<file path="src/rtl/biu_pkg.sv">
`default_nettype none
// ---------------------------------------------------------------------------
// biu_pkg : shared state/owner encodings for the bus interface unit
// Rev 1.0 : initial release
// ---------------------------------------------------------------------------
package biu_pkg;

   typedef enum logic [1:0] {
      IDLE = 2'd0,
      REQ  = 2'd1,
      RSP  = 2'd2
   } state_t;

   typedef enum logic {
      OWN_IFU = 1'b0,
      OWN_LSU = 1'b1
   } owner_t;

endpackage : biu_pkg
`default_nettype wire

</file>
<file path="src/rtl/biu.sv">
`default_nettype none
// ---------------------------------------------------------------------------
// biu : arbitrates IFU/LSU requests onto a single-outstanding memory bus
// Rev 1.0 : initial release
// ---------------------------------------------------------------------------
module biu
   import biu_pkg::*;
#(
   parameter int AW = 32,
   parameter int DW = 32
) (
   input  logic            clk,
   input  logic            rst_n,
   input  logic            ifu2biu_req_vld,
   output logic            ifu2biu_req_rdy,
   input  logic [AW-1:0]   ifu2biu_req_pc,
   output logic            biu2ifu_rsp_vld,
   input  logic            biu2ifu_rsp_rdy,
   output logic [DW-1:0]   biu2ifu_rsp_inst,
   input  logic            lsu2biu_req_vld,
   output logic            lsu2biu_req_rdy,
   input  logic [AW-1:0]   lsu2biu_req_addr,
   input  logic            lsu2biu_req_wen,
   input  logic [DW-1:0]   lsu2biu_req_wdata,
   input  logic [DW/8-1:0] lsu2biu_req_wstrb,
   output logic            biu2lsu_rsp_vld,
   input  logic            biu2lsu_rsp_rdy,
   output logic [DW-1:0]   biu2lsu_rsp_rdata,
   output logic            biu2mem_req_vld,
   input  logic            biu2mem_req_rdy,
   output logic [AW-1:0]   biu2mem_req_addr,
   output logic            biu2mem_req_wen,
   output logic [DW-1:0]   biu2mem_req_wdata,
   output logic [DW/8-1:0] biu2mem_req_wstrb,
   input  logic            mem2biu_rsp_vld,
   output logic            mem2biu_rsp_rdy,
   input  logic [DW-1:0]   mem2biu_rsp_rdata
);

   localparam int SW = DW / 8;

   state_t          r_state;
   state_t          w_next_state;
   owner_t          r_owner;
   logic [AW-1:0]   r_addr;
   logic            r_wen;
   logic [DW-1:0]   r_wdata;
   logic [SW-1:0]   r_wstrb;

   logic            w_accept_lsu;
   logic            w_accept_ifu;

   // LSU always wins in IDLE; an IFU request is only taken when the LSU is quiet
   assign w_accept_lsu = (r_state == IDLE) && lsu2biu_req_vld;
   assign w_accept_ifu = (r_state == IDLE) && ifu2biu_req_vld && !lsu2biu_req_vld;

   always_ff @(posedge clk or negedge rst_n) begin
      if (!rst_n) begin
         r_state <= IDLE;
      end else begin
         r_state <= w_next_state;
      end
   end

   always_comb begin
      w_next_state = r_state;
      case (r_state)
         IDLE: if (lsu2biu_req_vld || ifu2biu_req_vld) w_next_state = REQ;
         REQ:  if (biu2mem_req_rdy)                    w_next_state = RSP;
         RSP:  if (mem2biu_rsp_vld && mem2biu_rsp_rdy) w_next_state = IDLE;
         default:                                      w_next_state = IDLE;
      endcase
   end

   always_comb begin
      ifu2biu_req_rdy   = 1'b0;
      lsu2biu_req_rdy   = 1'b0;
      biu2mem_req_vld   = 1'b0;
      biu2ifu_rsp_vld   = 1'b0;
      biu2ifu_rsp_inst  = '0;
      biu2lsu_rsp_vld   = 1'b0;
      biu2lsu_rsp_rdata = '0;
      mem2biu_rsp_rdy   = 1'b0;
      case (r_state)
         IDLE: begin
            lsu2biu_req_rdy = 1'b1;
            ifu2biu_req_rdy = !lsu2biu_req_vld;
         end
         REQ: begin
            biu2mem_req_vld = 1'b1;
         end
         RSP: begin
            if (r_owner == OWN_LSU) begin
               biu2lsu_rsp_vld   = mem2biu_rsp_vld;
               biu2lsu_rsp_rdata = mem2biu_rsp_rdata;
               mem2biu_rsp_rdy   = biu2lsu_rsp_rdy;
            end else begin
               biu2ifu_rsp_vld   = mem2biu_rsp_vld;
               biu2ifu_rsp_inst  = mem2biu_rsp_rdata;
               mem2biu_rsp_rdy   = biu2ifu_rsp_rdy;
            end
         end
         default: begin
         end
      endcase
   end

   // Payload is only loaded on acceptance, so it stays stable for the whole transaction
   always_ff @(posedge clk or negedge rst_n) begin
      if (!rst_n) begin
         r_owner <= OWN_IFU;
         r_addr  <= '0;
         r_wen   <= 1'b0;
         r_wdata <= '0;
         r_wstrb <= '0;
      end else if (w_accept_lsu) begin
         r_owner <= OWN_LSU;
         r_addr  <= lsu2biu_req_addr;
         r_wen   <= lsu2biu_req_wen;
         r_wdata <= lsu2biu_req_wdata;
         r_wstrb <= lsu2biu_req_wstrb;
      end else if (w_accept_ifu) begin
         r_owner <= OWN_IFU;
         r_addr  <= ifu2biu_req_pc;
         r_wen   <= 1'b0;
         r_wdata <= '0;
         r_wstrb <= '1;
      end
   end

   assign biu2mem_req_addr  = r_addr;
   assign biu2mem_req_wen   = r_wen;
   assign biu2mem_req_wdata = r_wdata;
   assign biu2mem_req_wstrb = r_wstrb;

endmodule : biu
`default_nettype wire

</file>
<file path="config.mk">
export PLATFORM = sky130hd
export DESIGN_NAME = biu
export DESIGN_NICKNAME = d
export VERILOG_FILES = /design/src/rtl/biu_pkg.sv /design/src/rtl/biu.sv
export SDC_FILE = /design/constraint.sdc
export NUM_CORES = 1
export LEC_CHECK = 0
export ABC_CLOCK_PERIOD_IN_PS = 1400
export CAP_MARGIN = 5
export CELL_PAD_IN_SITES_DETAIL_PLACEMENT = 2
export CELL_PAD_IN_SITES_GLOBAL_PLACEMENT = 2
export CORE_ASPECT_RATIO = 0.7
export CORE_MARGIN = 2
export CORE_UTILIZATION = 15
export CTS_BUF_LIST = sky130_fd_sc_hd__clkbuf_16
export CTS_CLUSTER_SIZE = 10
export DETAILED_ROUTE_END_ITERATION = 7
export PLACE_DENSITY = 0.74
export SETUP_SLACK_MARGIN = 0.1
export SYNTH_ARGS = -nofsm -noshare
export SYNTH_HDL_FRONTEND = slang
export SYNTH_SLANG_ARGS = --single-unit
</file>
<file path="constraint.sdc">
create_clock -name clk -period 1.4 [get_ports clk]
set_input_delay 0.28 -clock clk [delete_from_list [all_inputs] [get_ports clk]]
set_output_delay 0.28 -clock clk [all_outputs]
set_load 0.02 [all_outputs]
</file>
==> flow_metrics.py <==
metrics = {
    "run_status": {
        "status": "finished, violations left",
        "violations": "setup timing",
    },
    "die": {
        "rows": 45,
        "dieArea_mm2": 0.0235,
        "fp.dieH_um": 129,
        "start_util_pct": 15.4,
        "dieWidth_um": 183,
        "coreArea_mm2": 0.0218,
        "io_pins": 280,
    },
    "sta": {
        "rsz0062_at_grt": "yes",
        "whs_ps": 487,
        "finalCriticalPeriod_ps": 1870,
        "fmax_mhz": 536,
        "finalSetupTns_ps": -51000,
        "hold_violations": 0,
        "skew_ps": 8.62,
        "drv_slew": 0,
        "fin_crit_sh_pct": 133,
        "layout_setup_ws_ps": -467,
        "setup_viol": 141,
        "slew_headroom_pct": 72.6,
        "worst_pin_slew_ps": 411,
    },
    "cells_and_area": {
        "n_antenna_cell": 0,
        "nFillCells": 2225,
        "drive_gt1_share_pct": 40.6,
        "nNetsFinal": 779,
        "regArea_mm2": 0.00180,
        "finalNonFillerCells": 925,
        "syn_to_final_growth_pct": 138,
        "multiInputGateArea_mm2": 0.00175,
    },
    "global_routing": {
        "grt_antenna_before_repair": 0,
        "grt.total_usage_pct": 15.5,
        "grt_pass1_wl_um": 27600,
        "overflow": 0,
        "first_global_vias": 4494,
        "grt_max_degree": 73,
    },
    "detailed_routing": {
        "vias": 3916,
        "drtIter0Drc": 77,
        "routed_wl_um": 19100,
        "routed_via_density": 4.23,
        "drtPass1Iterations": 4,
        "ant_nets": 0,
        "drc_errors": 0,
        "routedWlPerCell_um": 20.6,
    },
    "yosys": {
        "synthFlopType": "dfrtp_1",
        "synth_compound_area_share_pct": 26.4,
        "synth_fp_nets": 465,
        "synth_mux_area_share_pct": 0.299,
        "yosys_warnings": 0,
        "synth_area_leaders": "dfrtp_1 54%, and2_1 12%, a22o_1 8.6%",
        "yosys.area_share.xor_xnor_pct": 0,
        "synth_area_per_cell_um2": 10.3,
        "synth_area_mm2": 0.00335,
        "synth_fa_ha_area_share_pct": 0,
        "synth_cell_types": 23,
        "async_flop_share_pct": 100,
        "synth_top_area_share_pct": 53.9,
        "ys_ff_latch": 72,
        "synth_cells": 324,
        "yosys.area.top_type": "dfrtp_1",
        "synthSimpleGateAreaFrac_pct": 14.6,
        "yosysSeqAreaShare_pct": 53.9,
        "synth_top_family_by_area": "compound AO/OA/AOI/OAI gates",
        "synth_edf_count": 0,
    },
    "setup_path": {
        "rr_startpoint": "r_state[0]$_DFFE_PN0P_",
        "crit_type": "reg -> out",
        "critPathLaunchType": "flip-flop",
        "worstSetupStartpoint": "r_state[0]$_DFFE_PN0P_",
        "arrival_ps": 1590,
        "worstSetupEndpointType": "output pin",
        "cp.required_ps": 1120,
        "critPathMaxFanout": 13,
    },
    "clock_tree": {
        "clk_latency_ps": 340,
        "cts-htree-levels": 3,
        "cts_tree": "done",
        "clock_sinks": 72,
        "clock_path_buffers": 2,
        "cts_inserted_buffers": 9,
        "cts-root-buf": "clkbuf_16",
        "clk_pin_slew_ps": 60,
    },
    "power_and_ir_drop": {
        "ir_worst_vdd_mv": 0.691,
        "cellPowerDensity_mw_per_mm2": 1920,
        "p_leak_nw": 4.07,
        "power_w": 0.0153,
    },
    "job": {
        "maxCapViolations": 0,
    },
    "hold_path": {
        "worst_hold_path_type": "reg -> reg",
        "hold_start": "biu2mem_req_wstrb[1]$_DFFE_PN0P_",
    },
    "placed_design": {
        "portBuffers": 279,
        "dp_hpwl_um": 12900,
        "dp_slack_ps": -541,
        "gp_congestion": 0.705,
        "dpl.cell_count": 882,
    },
}
-- final cells by class --
| type | count | area share, % |
|---|---|---|
| multi-input cells | 218 | 22.0 |
| flip-flops and latches | 72 | 22.6 |
| well taps | 282 | 4.43 |
| clock inverters | 7 | 0.691 |
| repair buffers | 333 | 47.2 |
| inverters | 4 | 0.283 |
| clock buffers | 9 | 2.83 |
-- cell usage after synthesis (2+ instances only) --
| master | count |
|---|---|
| a22o_1 | 33 |
| a22oi_1 | 2 |
| a31oi_1 | 2 |
| and2_1 | 66 |
| buf_2 | 9 |
| buf_4 | 5 |
| clkbuf_1 | 16 |
| dfrtp_1 | 72 |
| inv_1 | 3 |
| nand2b_1 | 2 |
| nor2_1 | 6 |
| nor2b_1 | 3 |
| o21ai_0 | 34 |
| o21ai_1 | 30 |
| o22a_1 | 4 |
| o22ai_1 | 30 |
-- worst paths after layout --
kind	slack, ps	depth (start not counted)	end
setup reg to reg	-380	8	biu2mem_req_addr[14]$_DFFE_PN0P_
max in group asynchronous	550	3	biu2mem_req_addr[22]$_DFFE_PN0P_
hold / removal	490	1	biu2mem_req_wstrb[1]$_DFFE_PN0P_
min in group asynchronous	510	3	biu2mem_req_wdata[18]$_DFFE_PN0P_
hold reg to reg	490	1	biu2mem_req_wstrb[1]$_DFFE_PN0P_
setup / recovery	-470	6	biu2lsu_rsp_rdata[27]
-- per-stage QoR --
step	utilization, %	cell area, um^2
6_report	36.6	7970
5_1_grt	36.6	7970
4_1_cts	35.0	7630
3_5_place_dp	31.2	6810
3_3_place_gp	31.2	6810
2_1_floorplan	-	3580
-- critical path, cell delays in order, from the launching register on --
cell	delay [ps]
dfrtp_1	400
nand2b_4	180
nor2_4	140
buf_12	140
buf_12	130
and2_2	150
buf_6	110
-- cell families (layout without fill, tap and decap cells) --
kind of cell / Yosys count / in the layout
DFF: 72 / 72
muxes: 1 / 1
and+or+nand+nor: 80 / 80
AOI/OAI and AO/OA: 137 / 137
buffers and inverters: 34 / 353
-- registers in the layout (all words and copies together), names as in the netlist --
register / flops
biu2mem_req_addr: 32
biu2mem_req_wdata: 32
biu2mem_req_wen: 1
biu2mem_req_wstrb: 4
r_owner: 1
r_state: 2
-- power by group --
part | internal (W) | total [W] | switching [W]
Sequential | 0.00302 | 0.00355 | 0.000531
Clock | 0.00122 | 0.00219 | 0.000975
Combinational | 0.00491 | 0.00955 | 0.00464
Total | 0.00914 | 0.0153 | 0.00615
-- timing repair --
action | in CTS | in global routing
endpoints found under the setup margin | 210 | 201
gates cloned | 8 | 1
gates resized for setup | 522 | 105
setup buffers | 14 | 3
pin swaps | 12 | 4
hold endpoints to repair | 72 | 0
hold buffers | 1 | 0
-- per-layer routing --
metal  vias up  share of wire [%]  global-route usage (%)
met5         -                  0                       0
met4         0               0.60                    2.66
met3        11                5.2                    4.39
met2       124                 53                    27.4
met1      1975                 42                    19.0
li1       1806                  -                       -
-- layout by cell type (no fill, tap or decap), drive strengths merged, types with 6 or more instances in the layout --
cell type / Yosys / layout
clkdlybuf4s50: 0 / 139
buf: 14 / 132
dfrtp: 72 / 72
and2: 66 / 66
o21ai: 65 / 65
dlymetal6s2s: 0 / 58
a22o: 33 / 33
o22ai: 30 / 30
clkbuf: 16 / 10
nor2: 6 / 6
inv: 4 / 6
Note: power is estimated with default switching activity, not from simulation.
